--- src/rtl/keypad_scan_ctrl.sv ---
// Row-strobed 5x4 keypad scanner with debounced press/release detection.
// Reports the row/column pair of a stable single keypress with a one-clock valid pulse.
module keypad_scan_ctrl #(
    parameter int unsigned SCAN_DIV     = 50000,
    parameter int unsigned DEBOUNCE_CNT = 4
) (
    input  logic       clk,
    input  logic       rst_n,
    input  logic       en,
    input  logic [3:0] col_in,
    output logic [4:0] row_drive,
    output logic [4:0] key_row,
    output logic [3:0] key_col,
    output logic       key_valid,
    output logic       key_held
);

    localparam int unsigned TW = (SCAN_DIV > 1) ? $clog2(SCAN_DIV) : 1;
    localparam int unsigned DW = $clog2(DEBOUNCE_CNT + 1);
    localparam logic [TW-1:0] TICK_LAST = TW'(SCAN_DIV - 1);
    localparam logic [DW-1:0] DB_LAST   = DW'(DEBOUNCE_CNT);

    localparam logic [1:0] SCAN     = 2'd0;
    localparam logic [1:0] DEBOUNCE = 2'd1;
    localparam logic [1:0] PRESSED  = 2'd2;
    localparam logic [1:0] RELEASE  = 2'd3;

    logic [3:0]    col_m;
    logic [3:0]    col_s;
    logic [TW-1:0] tick_cnt;
    logic          tick;
    logic          single_zero;
    logic [1:0]    state;
    logic [1:0]    state_nxt;
    logic [DW-1:0] dcnt;
    logic [DW-1:0] dcnt_nxt;
    logic [DW-1:0] dcnt_inc;
    logic [3:0]    cand_col;
    logic          cand_load;
    logic          advance;
    logic          accept;
    logic          release_done;

    always_ff @(posedge clk or negedge rst_n) begin
        if (!rst_n) begin
            col_m <= '1;
            col_s <= '1;
        end else begin
            col_m <= col_in;
            col_s <= col_m;
        end
    end

    always_ff @(posedge clk or negedge rst_n) begin
        if (!rst_n) begin
            tick_cnt <= '0;
        end else if (en) begin
            tick_cnt <= (tick_cnt == TICK_LAST) ? '0 : tick_cnt + 1'b1;
        end
    end

    assign tick = en && (tick_cnt == TICK_LAST);

    always_comb begin
        case (col_s)
            4'b1110, 4'b1101, 4'b1011, 4'b0111: single_zero = 1'b1;
            default:                            single_zero = 1'b0;
        endcase
    end

    always_comb begin
        state_nxt    = state;
        dcnt_nxt     = dcnt;
        dcnt_inc     = dcnt + DW'(1);
        cand_load    = 1'b0;
        advance      = 1'b0;
        accept       = 1'b0;
        release_done = 1'b0;
        if (tick) begin
            case (state)
                SCAN: begin
                    if (single_zero) begin
                        cand_load = 1'b1;
                        dcnt_nxt  = DW'(1);
                        if (DEBOUNCE_CNT == 1) begin
                            accept    = 1'b1;
                            state_nxt = PRESSED;
                        end else begin
                            state_nxt = DEBOUNCE;
                        end
                    end else begin
                        advance = 1'b1;
                    end
                end
                DEBOUNCE: begin
                    if (col_s == cand_col) begin
                        dcnt_nxt = dcnt_inc;
                        if (dcnt_inc == DB_LAST) begin
                            accept    = 1'b1;
                            state_nxt = PRESSED;
                        end
                    end else begin
                        advance   = 1'b1;
                        state_nxt = SCAN;
                    end
                end
                PRESSED: begin
                    if (col_s == 4'b1111) begin
                        dcnt_nxt = DW'(1);
                        if (DEBOUNCE_CNT == 1) begin
                            release_done = 1'b1;
                            advance      = 1'b1;
                            state_nxt    = SCAN;
                        end else begin
                            state_nxt = RELEASE;
                        end
                    end
                end
                RELEASE: begin
                    if (col_s == 4'b1111) begin
                        dcnt_nxt = dcnt_inc;
                        if (dcnt_inc == DB_LAST) begin
                            release_done = 1'b1;
                            advance      = 1'b1;
                            state_nxt    = SCAN;
                        end
                    end else begin
                        state_nxt = PRESSED;
                    end
                end
                default: state_nxt = SCAN;
            endcase
        end
    end

    // row_drive is frozen outside SCAN and col_s matches the candidate on
    // acceptance, so the live row/column equal the latched candidate there.
    always_ff @(posedge clk or negedge rst_n) begin
        if (!rst_n) begin
            state     <= SCAN;
            dcnt      <= '0;
            cand_col  <= '0;
            row_drive <= 5'b00001;
            key_row   <= '0;
            key_col   <= '1;
            key_valid <= 1'b0;
            key_held  <= 1'b0;
        end else begin
            state     <= state_nxt;
            dcnt      <= dcnt_nxt;
            key_valid <= accept;
            if (cand_load) begin
                cand_col <= col_s;
            end
            if (advance) begin
                row_drive <= {row_drive[3:0], row_drive[4]};
            end
            if (accept) begin
                key_row  <= row_drive;
                key_col  <= col_s;
                key_held <= 1'b1;
            end else if (release_done) begin
                key_held <= 1'b0;
            end
        end
    end

endmodule

--- config.mk ---
export PLATFORM = sky130hd
export DESIGN_NAME = keypad_scan_ctrl
export DESIGN_NICKNAME = d
export VERILOG_FILES = /design/src/rtl/keypad_scan_ctrl.sv
export SDC_FILE = /design/constraint.sdc
export NUM_CORES = 1
export LEC_CHECK = 0
export ABC_AREA = 1
export CORE_MARGIN = 2
export CORE_UTILIZATION = 56
export CTS_CLUSTER_SIZE = 25
export DETAILED_ROUTE_END_ITERATION = 7
export PLACE_DENSITY = 0.81
export SLEW_MARGIN = 20
export SYNTH_ARGS = -nofsm -noshare
export SYNTH_HDL_FRONTEND = slang
export SYNTH_SLANG_ARGS = --single-unit
--- constraint.sdc ---
create_clock -name clk -period 2.2 [get_ports clk]
set_clock_uncertainty 0.1 [all_clocks]
set_input_delay 0.66 -clock clk [delete_from_list [all_inputs] [get_ports clk]]
set_output_delay 0.66 -clock clk [all_outputs]
set_load 0.05 [all_outputs]
==> summary.txt, run 1 <==
Run status
  – Outcome: complete, no violations

Clock network
  – CTS tree: built
  – Root Buffer: clkbuf_8
  – CTS sink count: 49
  – Hold-fix buffers at CTS: 0
  – # resized after CTS: 0
  – CTS buffer count: 5
  – Reg clk slew, reported paths: 90 ps
  – Post-CTS setup repair buffer count: 0
  – Worst-skew pair later-pin latency: 310 ps
  – H-tree depth: 2
  – Longest Clk Path Bufs: 2

Logic synthesis
  – Cells after Synth: 299
  – Synth warn: 0
  – Seq/Total Area, Yosys: 51.3%
  – Yosys top cell area share: 37.2%
  – Commonest cells in the netlist: 103 x nand2_1, 36 x dfrtp_1, 31 x inv_1
  – Mapped Nets: 309
  – Area leader, netlist: dfrtp_1
  – Share of flip-flops with an asynchronous set or reset: 100%
  – Top cells by area, synth: dfrtp_1 37%, nand2_1 16%, dfstp_2 14%
  – Most frequent cell after synthesis: nand2_1
  – Mapped Area: 2420 um^2
  – #FFs+latches synth: 49
  – Syn Area/Cell: 8.11 um^2
  – Number of synthesized flops with an enable pin: 0
  – Dominant synthesized flop cell: dfrtp_1
  – Distinct cells, synth: 29

Hold path
  – Type of the most critical hold path: in2async

Die
  – Die area: 4870 um^2
  – Initial Util: 59.3%
  – Core Region: 4090 um^2
  – Die Y-Extent: 69.8 um
  – IO Count: 23
  – # rows: 23
  – Die span in x: 69.8 um

Cells and area
  – Post-route cell area: 2820 um^2
  – Share of cells above drive strength 1: 20.7%
  – FILL cells: 347
  – Area occupied by multi-input gates: 1010 um^2
  – Register area: 1240 um^2
  – Area Overhead vs Synth: 16.2%
  – Final net count: 342
  – Final Util: 68.9%
  – Antenna cells: 0

Setup path
  – Delay-heaviest family, CP: simple AND/OR/NAND/NOR gates
  – Crit Path Max Fanout: 4
  – Critical path type: in2reg
  – Worst endpoint required time: 2290 ps
  – Most used cell, CP: nor2_1
  – Crit. End Element: flip-flop
  – CP endpoint: tick_cnt[12]
  – Flop-to-flop setup slack: 350 ps
  – CP max stage cell: clkdlybuf4s50_1
  – Max stage delay on crit path: 540 ps
  – Crit path from: en
  – R2R Path End: key_row[0]
  – Worst Path Buf+Inv: 1
  – R2R Path Start: tick_cnt[0]
  – Critical path cell sequence: clkdlybuf4s50_1 -> nand3_1 -> nor2_1 -> nand2_1 -> nor2_1 -> nand4_1 -> xnor2_1
  – Cell depth of the worst setup path: 7
  – Worst setup SP type: input port
  – WP data arrival: 2000 ps
  – Worst r2r path cells: 9

Power
  – Leak: 1.44 nW
  – Net Sw Power: 0.000593 W
  – Sequential power share: 55.5%
  – Peak VDD IR: 473 uV
  – Comb power frac: 15.5%
  – Int Power: 0.00136 W
  – Clk pwr share: 29.0%
  – Sw frac: 30.4%
  – Pwr Density: 692 nW/um^2

Route
  – WL met3: 209 um
  – Wl on met1: 2240 um
  – Post-route antenna net violation count: 0
  – Initial DRC count: 173
  – Residual DRC: 0
  – Pre-antenna DRT Iters: 4
  – WL met2: 2150 um
  – Via count: 1,937
  – Via density per instance: 5.06
  – Final wirelength: 4640 um
  – Routed length per instance: 12.1 um
  – DR top layer: met4

GRT
  – Largest net degree at the start of global routing: 50
  – Initial antenna violation count: 0
  – First-pass GRT wire length: 8140 um
  – Number of global-route vias before repair: 1,870
  – Total grt overflow: 0
  – Global Route Usage Sum: 20.7%

Place
  – Dpl hpwl: 3440 um
  – Area after DPL: 2720 um^2
  – Worst Setup Slack post-DPL: -17.1 ps
  – Gp weighted congestion: 0.904
  – Input/output buffers: 22

STA
  – FMAX: 523 MHz
  – Max-slew violations: 0
  – Relative slew slack: 80.3%
  – Final WS setup: 289 ps
  – RSZ-0062 raised after global routing: false
  – Final Cycle Share: 86.9%
  – Min Tclk post-route: 1910 ps
  – Hold Vio Cnt, Final: 0
  – Slew @ Worst Pin: 293 ps
  – Setup violators final: 0
  – Setup TNS: 0 ps

Run
  – Max Cap Violations: 0
-- layer usage --
layer  track usage [%]  up-vias
met1              28.4      896
met3              4.22        3
li1                  -     1000
met5                 0        -
met2              33.3       38
met4              5.98        0
-- worst min-delay path by stage --
| stage | to | cells after the start | from |
|---|---|---|---|
| detailed placement | col_s[3] | 0 | col_m[3] |
| finish | tick_cnt[11] | 2 | rst_n |
| global placement | col_s[2] | 0 | col_m[2] |
| CTS | tick_cnt[11] | 2 | rst_n |
| global route | tick_cnt[11] | 2 | rst_n |
| floorplan | col_s[0] | 0 | col_m[0] |
-- logic make-up after synthesis --
group,count (synthesis),synth area share [%]
flip-flops,49,51.3
AO/OA/AOI/OAI,24,5.99
XOR/XNOR,7,2.53
AND/OR/NAND/NOR,173,31.6
buffers and inverters,43,7.07
adder cells (fa/ha/maj),3,1.55
-- power by group through the flow --
stage | clock [W] | combinational [W] | sequential [W]
finish | 0.000566 | 0.000302 | 0.00108
global route | 0.000616 | 0.000350 | 0.00110
CTS | 0.000587 | 0.000302 | 0.00108
detailed placement | 0 | 0.000301 | 0.00109
global placement | 0 | 0.000293 | 0.00110
floorplan | 0 | 0.000219 | 0.00107
-- worst reg2reg max path, cell delays in order, from the launching register on --
cell and delay [ps]:
dfrtp_1 400, ha_1 210, nand3_1 160, nor2_2 250, nand3_4 100, clkinv_2 80, nand3b_4 210, inv_2 160
nand2_1 70, nand2_1 60
-- flip-flops by register name, summed over array words and instances, names as in the netlist --
signal	cells
cand_col	4
col_m	4
col_s	4
dcnt	3
key_col	4
key_held	1
key_row	5
key_valid	1
row_drive	5
state	2
tick_cnt	16
-- area by class of cell --
type / instances / area share (%)
multi-input combinational: 207 / 35.9
inverter: 41 / 5.55
tap: 50 / 2.22
timing repair buffer: 28 / 8.71
sequential: 49 / 44.1
clock buffer: 6 / 2.93
clock inverter: 2 / 0.622
-- placed cells by master (no fill, tap or decap), drive strengths merged, types with 7 or more instances in the layout --
cell	instances
a21oi	7
buf	23
dfrtp	36
dfstp	13
inv	39
nand2	105
nand3	20
nand4	9
nor2	29
nor3	7
o21ai	16
-- stage by stage --
step                      hold slack, ps  total power, W  instances
after floorplan                      245         0.00129        299
after global placement               247         0.00139        375
after detailed placement             247         0.00140        375
after CTS                            233         0.00197        383
after global routing                 255         0.00207        383
final                                231         0.00195        383
No activity file was read; power rests on OpenSTA's default activity.
==> run 2, diff against run 1 <==
--- a/config.mk
+++ b/config.mk
@@ -6,11 +6,12 @@
 export NUM_CORES = 1
 export LEC_CHECK = 0
 export ABC_AREA = 1
-export CORE_MARGIN = 2
-export CORE_UTILIZATION = 56
+export CORE_ASPECT_RATIO = 0.9
+export CORE_MARGIN = 1.5
+export CORE_UTILIZATION = 45
 export CTS_CLUSTER_SIZE = 25
 export DETAILED_ROUTE_END_ITERATION = 7
-export PLACE_DENSITY = 0.81
+export PLACE_DENSITY = 0.68
 export SLEW_MARGIN = 20
 export SYNTH_ARGS = -nofsm -noshare
 export SYNTH_HDL_FRONTEND = slang
==> run 2 against run 1 <==
  * First-iteration DRC count is 20% lower
  * Utilization decreased by 14 points
  * Die area rose by 20%
  * Final cell count up 5.2%
  * Design area up 1.2%
  * Sequential power about the same
  * Critical path depth unchanged
  * Non-clock buffer count increased by 3
  * Critical endpoint unchanged
==> summary.txt, run 2 (synthesis gave the netlist of run 1 again) <==
Place
  – Dpl hpwl: 3490 um (+1.3%)
  – Worst Setup Slack post-DPL: -21.5 ps (-4.41 ps)
  – Placed Cells: 395 (+5.3%)
  – Gp weighted congestion: 0.897 (-0.74%)
  – Input/output buffers: 22 (unchanged)

GRT
  – Global Route Usage Sum: 18.6% (-2.1 points)
  – Total grt overflow: 0 (unchanged)
  – Initial antenna violation count: 0 (unchanged)
  – First-pass GRT wire length: 8490 um (+4.2%)
  – Number of global-route vias before repair: 1,881 (+0.59%)
  – Largest net degree at the start of global routing: 50 (unchanged)

STA
  – FMAX: 525 MHz (+0.39%)
  – Relative slew slack: 79.3% (-1.1 points)
  – Setup violators final: 0 (unchanged)
  – Setup TNS: 0 ps (unchanged)
  – RSZ-0062 raised after global routing: false
  – Final Cycle Share: 86.5% (-0.34 points)
  – Slew @ Worst Pin: 308 ps (+15.7 ps)
  – Min Tclk post-route: 1900 ps (-7.47 ps)
  – Max-slew violations: 0 (unchanged)
  – Hold Vio Cnt, Final: 0 (unchanged)
  – Final WS setup: 296 ps (+7.47 ps)

Run status
  – Outcome: complete, no violations

Die
  – Core Region: 5220 um^2 (+28%)
  – Die span in x: 80.4 um (+15%)
  – # rows: 25 (+8.7%)
  – Die Y-Extent: 72.6 um (+4.1%)
  – Initial Util: 46.4% (-13 points)
  – Die area: 5840 um^2 (+20%)
  – IO Count: 23 (unchanged)

Power
  – Peak VDD IR: 307 uV (-35%)
  – Leak: 1.45 nW (+0.38%)
  – Power, Total: 0.00191 W (-2.1%)
  – Pwr Density: 670 nW/um^2 (-3.2%)

Setup path
  – R2R Path Start: tick_cnt[0]
  – Crit Path Max Fanout: 4 (unchanged)
  – Critical path type: in2reg
  – R2R Path End: key_row[2]
  – Flop-to-flop setup slack: 400 ps (+50 ps)
  – Worst r2r path cells: 9 (unchanged)
  – Crit. End Element: flip-flop
  – Worst setup SP type: input port
  – Worst endpoint required time: 2290 ps (about the same)
  – WP data arrival: 1990 ps (about the same)

Route
  – Pre-antenna DRT Iters: 4 (unchanged)
  – Via count: 1,946 (+0.46%)
  – Routed length per instance: 11.4 um (-5.5%)
  – Residual DRC: 0 (unchanged)
  – Final wirelength: 4610 um (-0.54%)
  – Via density per instance: 4.83 (-4.5%)
  – Initial DRC count: 138 (-20%)
  – Post-route antenna net violation count: 0 (unchanged)

Clock network
  – Root Buffer: clkbuf_8
  – CTS tree: built
  – Worst-skew pair later-pin latency: 300 ps (about the same)
  – Longest Clk Path Bufs: 2 (unchanged)
  – CTS sink count: 49 (unchanged)
  – H-tree depth: 2 (unchanged)
  – # resized after CTS: 0 (unchanged)
  – Reg clk slew, reported paths: 90 ps (about the same)
  – Post-CTS setup repair buffer count: 0 (unchanged)
  – Hold-fix buffers at CTS: 0 (unchanged)
  – CTS buffer count: 5 (unchanged)

Cells and area
  – Biggest regs: tick_cnt: 16 flops, key_row: 5 flops, row_drive: 5 flops
  – Fin cells: 403 (+5.2%)
  – Share of cells above drive strength 1: 21.1% (+0.41 points)
  – Most common cell after layout, fill and taps aside: nand2_1
  – Final net count: 345 (+0.88%)
  – Max reg flops: 16 (unchanged)
  – Final Util: 54.5% (-14 points)
  – FILL cells: 491 (+41%)
  – Most frequent cells in the layout: 103 x nand2_1, 36 x dfrtp_1, 31 x inv_1, 25 x nor2_1, 23 x buf_4
  – Antenna cells: 0 (unchanged)
  – Area Overhead vs Synth: 17.6%
  – Top reg by flops: tick_cnt

Run
  – Max Cap Violations: 0 (unchanged)

Hold path
  – Type of the most critical hold path: in2async
==> run 2: how the worst max path moves through the flow <==
stage,startpoint,endpoint,slack [ps]
2_1_floorplan,dcnt[0],row_drive[1],540
3_5_place_dp,en,tick_cnt[12],-20
3_3_place_gp,en,tick_cnt[12],10
5_1_grt,en,tick_cnt[12],120
4_1_cts,en,tick_cnt[12],290
6_report,en,tick_cnt[12],300
==> run 2: critical path, stage by stage <==
cell	delay (ps)
clkdlybuf4s50_1	540
nand3_1	90
nor2_1	130
nand2_1	90
nor2_1	200
nand4_1	130
xnor2_1	150
==> run 2: cell type report <==
type,count,area (um^2),share of cell area [%]
sequential,49,1240,43.6
timing repair buffer,31,268,9.40
clock inverter,3,20.0,0.703
tap,67,83.8,2.94
inverter,41,156,5.49
clock buffer,5,68.8,2.42
multi-input combinational,207,1010,35.4
==> run 2: layer usage <==
layer	vias to the layer above	GRT usage (%)	wire length, um	share of wire, %
li1	1009	-	-	-
met1	896	27.1	2340	51
met2	34	27.5	2060	45
met3	7	3.75	144	3.1
met4	0	6.70	72	1.6
met5	-	0	0	0
==> run 2: power breakdown <==
group	internal (W)	total (W)	leakage (nW)	switching (W)
registers	0.000989	0.00108	0.596	0.0000942
logic	0.000110	0.000303	0.809	0.000193
clock network	0.000224	0.000522	0.0422	0.000297
==> run 2: metrics by stage <==
stage	hold slack, ps	area [um^2]
floorplan	245	2420
global placement	246	2760
detailed placement	247	2760
CTS	236	2850
global route	245	2850
finish	221	2850
